<file path="config.mk">
export PLATFORM = sky130hd
export DESIGN_NAME = pixel_fetch
export DESIGN_NICKNAME = d
export VERILOG_FILES = /design/src/rtl/pixel_fetch.sv
export SDC_FILE = /design/constraint.sdc
export NUM_CORES = 1
export LEC_CHECK = 0
export CAP_MARGIN = 20
export CORE_MARGIN = 3
export CORE_UTILIZATION = 45
export DETAILED_ROUTE_END_ITERATION = 8
export PLACE_DENSITY = 0.68
export REMOVE_ABC_BUFFERS = 1
export SLEW_MARGIN = 20
export SYNTH_ARGS = -nofsm -noshare
export SYNTH_HDL_FRONTEND = slang
export SYNTH_SLANG_ARGS = --single-unit
</file>
<file path="constraint.sdc">
create_clock -name clk_i -period 3.3 [get_ports clk_i]
set_clock_uncertainty 0.1 [all_clocks]
set_input_delay 0.66 -clock clk_i [delete_from_list [all_inputs] [get_ports clk_i]]
set_output_delay 0.66 -clock clk_i [all_outputs]
set_load 0.01 [all_outputs]
</file>
<file path="src/rtl/pixel_fetch.sv">
// pixel_fetch: streams packed pixel indices from the framebuffer RAM and
// unpacks them LSB-first into one BPP-bit palette select per active cycle.
// A one-word prefetch buffer hides the RAM's one-cycle read latency.
// Optional feature macro: UNDERRUN_DETECT_EN (builds the sticky underrun flag;
// when undefined, underrun_o is tied low).

package pixel_fetch_pkg;
  localparam int unsigned MODE_640X480X1BPPX60HZ = 0;
  localparam int unsigned MODE_640X480X3BPPX60HZ = 1;
  localparam int unsigned MODE_320X240X4BPPX60HZ = 2;
  localparam int unsigned MODE_320X240X8BPPX60HZ = 3;

  function automatic int unsigned GET_BPP(input int unsigned mode);
    case (mode)
      MODE_640X480X1BPPX60HZ: return 1;
      MODE_640X480X3BPPX60HZ: return 3;
      MODE_320X240X4BPPX60HZ: return 4;
      MODE_320X240X8BPPX60HZ: return 8;
      default:                return 3;
    endcase
  endfunction
endpackage

module pixel_fetch #(
  parameter  int unsigned MODE       = pixel_fetch_pkg::MODE_640X480X3BPPX60HZ,
  parameter  int unsigned WORD_WIDTH = 16,
  parameter  int unsigned ADDR_WIDTH = 16,
  parameter  int unsigned FB_WORDS   = 61440,
  localparam int unsigned BPP        = pixel_fetch_pkg::GET_BPP(MODE)
) (
  input  logic                  clk_i,
  input  logic                  rst_i,
  input  logic                  frame_start_i,
  input  logic                  active_i,
  output logic                  rd_en_o,
  output logic [ADDR_WIDTH-1:0] rd_addr_o,
  input  logic [WORD_WIDTH-1:0] rd_data_i,
  output logic [BPP-1:0]        pixel_o,
  output logic                  pixel_valid_o,
  output logic                  underrun_o
);

  localparam int unsigned PPW = WORD_WIDTH / BPP;
  localparam int unsigned CW  = (PPW > 1) ? $clog2(PPW) : 1;
  localparam logic [CW-1:0]         LAST_PIX = CW'(PPW - 1);
  localparam logic [ADDR_WIDTH:0]   FB_END   = (ADDR_WIDTH + 1)'(FB_WORDS);

  if (PPW < 2) begin : g_bad_ppw
    $error("pixel_fetch: WORD_WIDTH must hold at least two pixels");
  end

  if (FB_WORDS == 0 || (ADDR_WIDTH < 32 && FB_WORDS > (32'd1 << ADDR_WIDTH))) begin : g_bad_fb
    $error("pixel_fetch: FB_WORDS does not fit the address space");
  end

  typedef enum logic [1:0] {
    ST_IDLE,
    ST_PRIME0,
    ST_PRIME1,
    ST_STREAM
  } state_e;

  state_e                state_q, state_d;
  logic [WORD_WIDTH-1:0] sh_q, sh_d;
  logic                  sh_valid_q, sh_valid_d;
  logic [CW-1:0]         cnt_q, cnt_d;
  logic [WORD_WIDTH-1:0] nb_q, nb_d;
  logic                  nb_valid_q, nb_valid_d;
  logic                  pend_q, pend_d;
  logic [ADDR_WIDTH:0]   addr_q, addr_d;
  logic [BPP-1:0]        pixel_q, pixel_d;
  logic                  pixel_valid_q, pixel_valid_d;

  logic                  rd_en;
  logic                  take_src;
  logic                  src_avail;
  logic [WORD_WIDTH-1:0] src_word;
  logic                  can_read;

  // Next-state, unpacking and read-issue logic.
  // The shift register is treated as empty on entering STREAM; an empty shift
  // register is refilled from the next-word buffer (or straight from the RAM
  // data bus when that word is arriving this cycle), and may hand out pixel 0
  // of that word in the same cycle. Each refill frees the buffer and issues
  // the next read.
  always_comb begin
    state_d       = state_q;
    sh_d          = sh_q;
    sh_valid_d    = sh_valid_q;
    cnt_d         = cnt_q;
    nb_d          = nb_q;
    nb_valid_d    = nb_valid_q;
    addr_d        = addr_q;
    pixel_d       = '0;
    pixel_valid_d = 1'b0;
    rd_en         = 1'b0;
    take_src      = 1'b0;
    src_avail     = nb_valid_q | pend_q;
    src_word      = nb_valid_q ? nb_q : rd_data_i;
    can_read      = (addr_q < FB_END);

    if (frame_start_i) begin
      state_d    = ST_PRIME0;
      sh_valid_d = 1'b0;
      nb_valid_d = 1'b0;
      cnt_d      = '0;
      addr_d     = '0;
    end else begin
      case (state_q)
        ST_IDLE: state_d = ST_IDLE;
        ST_PRIME0: begin
          rd_en   = can_read;
          state_d = ST_PRIME1;
        end
        ST_PRIME1: begin
          nb_d       = rd_data_i;
          nb_valid_d = 1'b1;
          state_d    = ST_STREAM;
        end
        ST_STREAM: begin
          if (pend_q) begin
            nb_d       = rd_data_i;
            nb_valid_d = 1'b1;
          end
          if (sh_valid_q && active_i) begin
            pixel_d       = sh_q[BPP-1:0];
            pixel_valid_d = 1'b1;
            if (cnt_q == LAST_PIX) begin
              take_src   = src_avail;
              sh_d       = src_word;
              sh_valid_d = src_avail;
              cnt_d      = '0;
            end else begin
              sh_d  = sh_q >> BPP;
              cnt_d = cnt_q + 1'b1;
            end
          end else if (!sh_valid_q && src_avail) begin
            take_src   = 1'b1;
            sh_valid_d = 1'b1;
            if (active_i) begin
              pixel_d       = src_word[BPP-1:0];
              pixel_valid_d = 1'b1;
              sh_d          = src_word >> BPP;
              cnt_d         = CW'(1);
            end else begin
              sh_d  = src_word;
              cnt_d = '0;
            end
          end
          if (take_src) begin
            nb_valid_d = 1'b0;
            rd_en      = can_read;
          end
        end
        default: state_d = ST_IDLE;
      endcase
    end

    if (rd_en) addr_d = addr_q + 1'b1;
    pend_d = rd_en;
  end

  // State and datapath registers with synchronous reset.
  always_ff @(posedge clk_i) begin
    if (rst_i) begin
      state_q       <= ST_IDLE;
      sh_q          <= '0;
      sh_valid_q    <= 1'b0;
      cnt_q         <= '0;
      nb_q          <= '0;
      nb_valid_q    <= 1'b0;
      pend_q        <= 1'b0;
      addr_q        <= '0;
      pixel_q       <= '0;
      pixel_valid_q <= 1'b0;
    end else begin
      state_q       <= state_d;
      sh_q          <= sh_d;
      sh_valid_q    <= sh_valid_d;
      cnt_q         <= cnt_d;
      nb_q          <= nb_d;
      nb_valid_q    <= nb_valid_d;
      pend_q        <= pend_d;
      addr_q        <= addr_d;
      pixel_q       <= pixel_d;
      pixel_valid_q <= pixel_valid_d;
    end
  end

  assign rd_en_o       = rd_en & ~rst_i;
  assign rd_addr_o     = addr_q[ADDR_WIDTH-1:0];
  assign pixel_o       = pixel_q;
  assign pixel_valid_o = pixel_valid_q;

`ifdef UNDERRUN_DETECT_EN
  logic underrun_q, underrun_d;

  // Sticky underrun: any active cycle that yields no pixel sets it; a frame
  // start clears it, but an active cycle coinciding with that frame start
  // sets it again.
  always_comb begin
    underrun_d = frame_start_i ? 1'b0 : underrun_q;
    if (active_i && !pixel_valid_d) underrun_d = 1'b1;
  end

  // Underrun flag register.
  always_ff @(posedge clk_i) begin
    if (rst_i) underrun_q <= 1'b0;
    else       underrun_q <= underrun_d;
  end

  assign underrun_o = underrun_q;
`else
  assign underrun_o = 1'b0;
`endif

endmodule

</file>
# After elaboration in Yosys (flattened, before gate mapping)

Cells that the tools add are included.

Output and inout bits: 22
Logic and storage cells: 77
Flip-flop bits (word level): 61

Bitwise gates (word level): 5
Add/sub/neg operators: 2
Equal/unequal tests: 7
Reductions and logical operators: 16
Multiplexer cells: 35
Order comparisons: 1

Operator list:

| cell                    | count |
|---|---|
| $mux W16                | 6 |
| $mux W17                | 2 |
| $pmux W16 S2            | 1 |
| $mux W3                 | 6 |
| $add A17 B1 Y17 const B | 1 |
| $lt A17 B16 Y1 const B  | 1 |
| $mux W1                 | 17 |
| $reduce_and A3 Y1       | 3 |
| $pmux W2 S3             | 1 |
| $reduce_bool A2 Y1      | 3 |
| $eq A2 B2 Y1 const B    | 2 |
| $pmux W1 S2             | 2 |
| $reduce_and A2 Y1       | 2 |
| $reduce_bool A4 Y1      | 1 |
| $add A3 B1 Y3 const B   | 1 |
| $eq A3 B3 Y1 const B    | 1 |
| $ne A3 B3 Y1 const B    | 1 |
| $not A1 Y1              | 3 |
| $reduce_bool A3 Y1      | 1 |
| $reduce_or A3 Y1        | 1 |
| $eq A2 B1 Y1 const B    | 1 |
| $logic_and A1 B1 Y1     | 2 |
| $logic_not A2 Y1        | 1 |
| $ne A2 B1 Y1 const B    | 1 |
| other kinds (5)         | 5 |

# Longest topological paths before layout

Gate-level depths: netlist (run 1).

Word-level depth: 10
Mapped depth: 8
Mapped depth without buffers: 6

# Worst setup path after synthesis (run 1)

Ideal clock, no wire load.

Kind: input port to output port
From: input active_i
To: output rd_en_o
Arrival: 1501 ps
Stages on the path: 5
Required time: 2540 ps
Path slack: 1039 ps
Cell sequence: and3_1 o221ai_2 buf_6 clkbuf_1 nor2_1

Longest elaborated chain between the ends: 8

Ends and longest elaborated chain:

| element             | RTL line | source |
|---|---|---|
| start, declared     | 34       | `input logic active_i,` |
| $logic_and A1 B1 Y1 | 125      | `if (sh_valid_q && active_i) begin` |
| $mux W1             | 125      |  |
| $mux W1             | 109      | `case (state_q)` |
| $mux W1             | 102      | `if (frame_start_i) begin` |
| $mux W1             | 150      | `if (take_src) begin` |
| $pmux W1 S2         | 109      |  |
| $mux W1             | 102      |  |
| $and A1 B1 Y1       | 190      | `assign rd_en_o = rd_en & ~rst_i;` |
| end, declared       | 35       | `output logic rd_en_o,` |

No other way between the ends. The select of a mux whose other input is x is not followed.

# Final worst setup path (run 1)

Same ends and word-level chain as after synthesis.

==> results of run 1 <==
-- critical path: cells and delay by family --
family                 cells  cell delay [ns]
AOI/OAI and AO/OA          1             0.10
buffers and inverters      2             1.10
and+or+nand+nor            2             0.41
-- path summary, 6_finish.rpt --
kind / start / end / slack, ns
worst min-delay path: addr_q[16] / addr_q[16] / 0.37
worst max-delay path: active_i / rd_en_o / 0.26
worst max register to register: state_q[1] / addr_q[9] / 1.11
worst min register to register: addr_q[16] / addr_q[16] / 0.37
-- kinds of logic after synthesis --
group | after synthesis | share of synthesized area, %
compound gates | 116 | 25.5
xor+xnor | 1 | 0.291
fa+ha+maj | 7 | 2.91
buf+inv | 52 | 9.24
flops | 61 | 40.6
mux | 18 | 6.66
other cells | 1 | 0.125
simple gates | 92 | 14.7
-- per-stage QoR --
step / area [um^2] / hold WS (ns)
floorplan: 2770 / 0.331
global placement: 3340 / 0.352
global route: 3570 / 0.400
detailed placement: 3340 / 0.353
finish: 3570 / 0.367
CTS: 3570 / 0.371
-- layout by cell type, fill, tap and decap left out, drive strengths merged, types with 2 or more instances in the layout --
master          n
or3             4
mux2i           2
ha              7
clkbuf         13
a22oi           3
a211oi         16
nor2b           2
nor4            2
o31ai           7
dfxtp          61
mux2           16
nor2           24
o21a            7
bufinv          2
nand2          30
a21oi          35
or4             7
a222oi         13
nor3            2
clkdlybuf4s50  40
and3            2
and2            4
inv            11
nand3           8
o21ai          27
buf             9
nand4           3
-- Yosys cell counts (2+ instances only) --
master / count / area [um^2]
sky130_fd_sc_hd__dfxtp_1: 61 / 1220
sky130_fd_sc_hd__a21oi_1: 35 / 175
sky130_fd_sc_hd__nand2_1: 30 / 113
sky130_fd_sc_hd__o21ai_0: 27 / 135
sky130_fd_sc_hd__nor2_1: 24 / 90.1
sky130_fd_sc_hd__buf_4: 18 / 135
sky130_fd_sc_hd__a211oi_1: 16 / 120
sky130_fd_sc_hd__clkbuf_1: 16 / 60.1
sky130_fd_sc_hd__mux2_2: 16 / 180
sky130_fd_sc_hd__a222oi_1: 13 / 130
sky130_fd_sc_hd__inv_1: 11 / 41.3
sky130_fd_sc_hd__nand3_1: 8 / 40.0
sky130_fd_sc_hd__ha_1: 7 / 87.6
sky130_fd_sc_hd__o21a_1: 7 / 52.6
sky130_fd_sc_hd__o31ai_1: 7 / 52.6
sky130_fd_sc_hd__or4_1: 7 / 52.6
sky130_fd_sc_hd__buf_2: 6 / 30.0
sky130_fd_sc_hd__and2_1: 4 / 25.0
sky130_fd_sc_hd__or3_1: 4 / 25.0
sky130_fd_sc_hd__a22oi_1: 3 / 22.5
sky130_fd_sc_hd__nand4_1: 3 / 18.8
sky130_fd_sc_hd__and3_1: 2 / 12.5
sky130_fd_sc_hd__mux2i_1: 2 / 20.0
sky130_fd_sc_hd__nor2b_1: 2 / 12.5
sky130_fd_sc_hd__nor3_1: 2 / 10.0
sky130_fd_sc_hd__nor4_1: 2 / 12.5
-- registers in the layout, summed over array words and instances (netlist names) --
signal	cells
addr_q	17
cnt_q	3
nb_q	16
nb_valid_q	1
pend_q	1
pixel_o	3
pixel_valid_o	1
sh_q	16
sh_valid_q	1
state_q	2
-- metal layers --
metal | track usage (%) | vias to the layer above | routed length, um
met5 | 0 | - | 0
met4 | 8.09 | 0 | 129
met3 | 3.10 | 15 | 320
met2 | 28.3 | 74 | 3070
met1 | 25.4 | 1233 | 3160
li1 | - | 1306 | -
-- report_power, final --
part	switching, mW	leakage (nW)	internal, mW
combinational	0.0668	0.534	0.0579
clock	0.286	0.110	0.468
sequential	0.00454	0.492	0.742
-- layout make-up --
class	instances	area, um^2	area share, %
Multi-Input combinational cell	235	1520	42.5
Sequential cell	61	1220	34.2
Timing Repair Buffer	49	468	13.1
Clock buffer	13	159	4.45
Tap cell	77	96.3	2.70
Clock inverter	3	67.6	1.89
Inverter	11	41.3	1.16
==> results.md, run 1 <==
- Status: finished clean
- Port-buffer cells: 40
- Hold Vio Cnt, Final: 0
- Final WL: 6680 um
- Initial drt markers: 158
- Count of state elements after synthesis: 61
- Layout cell share with drive strength beyond 1: 11.8%
- Sequential share of the synthesized area: 40.6%
- Clock transition at the registers of the reported paths: 0.06 ns
- Max-cap violation count: 0
- Worst slew margin relative to its limit: 54.6%
- Core Area: 6420 um^2
- Worst r2r path cells: 6
- Number of warnings printed during yosys synthesis: 0
- Mapped Area: 3010 um^2
- Detailed-routing iteration count for the pre-antenna-repair pass: 7
- Antenna-violating nets left: 0
- Pwr Density: 455 nW/um^2
- Layout-stage area growth over the synthesis result: 18.7%
- HPWL after DPL: 4390 um
- Number of placed instances, taps included: 433
- Count of cell types in the netlist: 41
- Post-synthesis area per instance: 8.64 um^2
- # fillers: 577
- Utilization of the core after routing: 55.6%
- Critical path launch point type: primary input
- Die Footprint: 7700 um^2
- Crit path DAT: 2.28 ns
- Die X: 87.7 um
- Number of cells traversed by the worst hold path: 1
- Hold Crit Class: reg2reg
- Mean routed wirelength per cell: 14.9 um
- Starting utilization of the core area: 46.8%
- CP dominant cell by count: sky130_fd_sc_hd__clkdlybuf4s50_1
- Final critical delay including setup and external delays: 3.04 ns
- Vias in the first global route: 2382
- Detailed-route vias per instance: 5.85
- Top fanout value on the critical path: 6
- Filler-free cell count of the finished design: 449
- Tightest Pin Transition: 0.680 ns
- Path type of the worst setup path: in2out
- RSZ-0062 raised after global routing: no
- DRC errors left: 0
- Power after layout: 1.63 mW
- Setup WS pre-CTS: 0.242 ns
- Post-cts sizing count: 0
- Proportion of synthesized flip-flops having asynchronous set or reset: 0%
- Skew-Pair Late Insertion Delay: 0.33 ns
- Buffers inserted by post-CTS timing repair: 0
- Vias: 2628
- Cell chain of the critical path: clkdlybuf4s50_1 > and3_1 > o221ai_2 > nor2_1 > clkdlybuf4s50_1
- Required time worst endpoint: 2.54 ns
- Max clock buf depth: 2
- Clock sink count: 61
- Worst IR drop on VDD: 0.296 mV
- Global-route wire length before repair: 11300 um
- Post-CTS Hold Buffers: 0
- CTS buffer count: 9
- PnR worst setup slack: 0.260 ns
- Final worst-path cycle share: 92.1%
- Initial antenna violation count: 0
- Final net count: 394
- CTS tree: yes
- Delay of the slowest critical-path stage: 0.56 ns
- Pins Over Slew Limit: 0
- Slowest-stage cell, CP: sky130_fd_sc_hd__clkdlybuf4s50_1
- Ant. Diodes: 0
- Height of the die: 87.7 um
- Total I/O pin count: 42
- Root cell of the clock tree: sky130_fd_sc_hd__clkbuf_8
- Type of element capturing the critical path: output port
- Maximum number of pins on one net before global-route repair: 35
- Total leakage power: 1.14 nW
- Floorplan row count: 29
- Total global-route track usage: 18.4%
- Overall overflow remaining after global route: 0
- Peak Freq: 329 MHz
- Final setup violation count: 0
- Number of flops mapped to enable cells by yosys: 0
- Number of cells produced by synthesis: 348
- RePlAce Congestion: 0.795
- Setup TNS: 0 ns
- CTS HTree Levels: 3
- Primary FF master, synth: sky130_fd_sc_hd__dfxtp_1
Power figures use the tool's default switching activity.
==> inputs of run 2 (changes only) <==
Settings changed: CAP_MARGIN 20 to 10.
Clock period 3.3 ns to 3.6 ns, I/O delays scaled along.
==> results.md, run 2 (synthesis gave the netlist of run 1 again) <==
- Setup TNS: 0 ns
- Power after layout: 1.44 mW
- Ant. Diodes: 0
- Worst min-delay path endpoint: nb_q[8]
- Total I/O pin count: 42
- Final critical delay including setup and external delays: 3.14 ns
- CP dominant cell by count: sky130_fd_sc_hd__clkdlybuf4s50_1
- Starting utilization of the core area: 46.8%
- Maximum number of pins on one net before global-route repair: 35
- Internal power: 1.12 mW
- Total net switching power: 0.319 mW
- Required time worst endpoint: 2.78 ns
- Number of placed instances, taps included: 433
- Setup WS pre-CTS: 0.442 ns
- Total global-route track usage: 18.7%
- Switching fraction of total power: 22.2%
- Most flops, register: addr_q
- Global-route wire length before repair: 11300 um
- Filler-free cell count of the finished design: 449
- Final setup violation count: 0
- Pins Over Slew Limit: 0
- CTS buffer count: 9
- Worst r2r path cells: 6
- Layout cell share with drive strength beyond 1: 11.8%
- Timing startpoint of the critical path: active_i
- Buffers inserted by post-CTS timing repair: 0
- Port-buffer cells: 40
- Slowest-stage cell, CP: sky130_fd_sc_hd__clkdlybuf4s50_1
- Utilization of the core after routing: 55.3%
- Root cell of the clock tree: sky130_fd_sc_hd__clkbuf_8
- Max clock buf depth: 2
- Final non-filler cell area: 3550 um^2
- Pwr Density: 406 nW/um^2
- Origin of the critical flop-to-flop path: state_q[1]
- Final net count: 394
- CTS tree: yes
- Clock transition at the registers of the reported paths: 0.07 ns
- Delay of the slowest critical-path stage: 0.56 ns
- Die Footprint: 7700 um^2
- Detailed-route vias per instance: 5.82
- Floorplan row count: 29
- Registers with the most flip-flops: addr_q: 17 flops, nb_q: 16 flops, sh_q: 16 flops
- Core Area: 6420 um^2
- Hold Crit Class: reg2reg
- DRC errors left: 0
- Worst hold slack across all endpoints: 0.373 ns
- Post-CTS Hold Buffers: 0
- Commonest non-fill, non-tap cells in the layout: sky130_fd_sc_hd__dfxtp_1, sky130_fd_sc_hd__clkdlybuf4s50_1, sky130_fd_sc_hd__a21oi_1
- Detailed-routing iteration count for the pre-antenna-repair pass: 6
- Number of cells traversed by the worst hold path: 2
- Antenna-violating nets left: 0
- Status: finished clean
- Clock sink count: 61
- Combinational power share: 8.0%
- Skew-Pair Late Insertion Delay: 0.34 ns
- Part of the total power dissipated in sequential elements: 47.6%
- CTS HTree Levels: 3
- Max-cap violation count: 0
- Max reg flops: 17
- Initial antenna violation count: 0
- Hold Path Origin: nb_q[8]
- Reg2reg end: addr_q[8]
- Total leakage power: 1.13 nW
- Peak Freq: 318 MHz
- Crit path DAT: 2.32 ns
- Tightest Pin Transition: 0.694 ns
- Setup slack, reg-to-reg: 1.41 ns
- Worst slew margin relative to its limit: 53.7%
- Initial drt markers: 192
- Layout-stage area growth over the synthesis result: 18.0%
- Vias: 2614
- Category of cells accounting for the largest share of critical-path delay: buffers and inverters
- Number of buffers and inverters on the critical path: 2
- RSZ-0062 raised after global routing: no
- Die X: 87.7 um
- Worst IR drop on VDD: 0.276 mV
- Height of the die: 87.7 um
- Leading cell type in the layout, fill and taps excluded: sky130_fd_sc_hd__dfxtp_1
- Final WL: 6580 um
- Critical path launch point type: primary input
- Post-cts sizing count: 0
- RePlAce Congestion: 0.773
- Final worst-path cycle share: 87.3%
- Vias in the first global route: 2385
- Path type of the worst setup path: in2out
- Portion of total power attributed to the clock network: 44.5%
- Type of element capturing the critical path: output port
- Top fanout value on the critical path: 6
- Mean routed wirelength per cell: 14.7 um
- Hold Vio Cnt, Final: 0
- Overall overflow remaining after global route: 0
- Cell chain of the critical path: clkdlybuf4s50_1 > and3_1 > o221ai_2 > nor2_1 > clkdlybuf4s50_1
- PnR worst setup slack: 0.456 ns
- HPWL after DPL: 4310 um
- Post-Place Cell Area: 3340 um^2
run 2: cell type report:
cell class | instances | area (um^2)
fill | 590 | 2870
multi-input combinational | 235 | 1520
sequential | 61 | 1220
timing repair buffer | 49 | 468
clock buffer | 11 | 131
tap | 77 | 96.3
clock inverter | 5 | 75.1
inverter | 11 | 41.3
run 2: worst max-delay path by stage:
stage	end	cells past startpoint
5_1_grt	rd_en_o	5
2_1_floorplan	sh_q[13]	4
6_report	rd_en_o	5
3_5_place_dp	rd_en_o	5
4_1_cts	rd_en_o	5
3_3_place_gp	rd_en_o	5
run 2: per-layer routing:
layer | wire, um | up-vias | GRT usage, % | part of all wire [%]
met5 | 0 | - | 0 | 0
met4 | 71 | 0 | 4.74 | 1.1
met3 | 369 | 7 | 6.49 | 5.6
met2 | 3100 | 75 | 30.1 | 47
met1 | 3040 | 1222 | 24.1 | 46
li1 | - | 1310 | - | -
run 2: power by group through the flow:
stage          Sequential [mW]  Combinational, mW  Clock (mW)
5_1_grt                  0.685              0.126       0.699
3_3_place_gp             0.699              0.113           0
3_5_place_dp             0.700              0.114           0
4_1_cts                  0.684              0.114       0.657
2_1_floorplan            0.700             0.0556           0
6_report                 0.685              0.115       0.640
run 2: worst register-to-register path: cells and delay by family (launching register included):
family	cells	cell delay [ns]
compound gates	3	0.51
fa+ha+maj	1	0.37
buf+inv	1	0.24
flops	1	0.38
simple gates	1	0.53
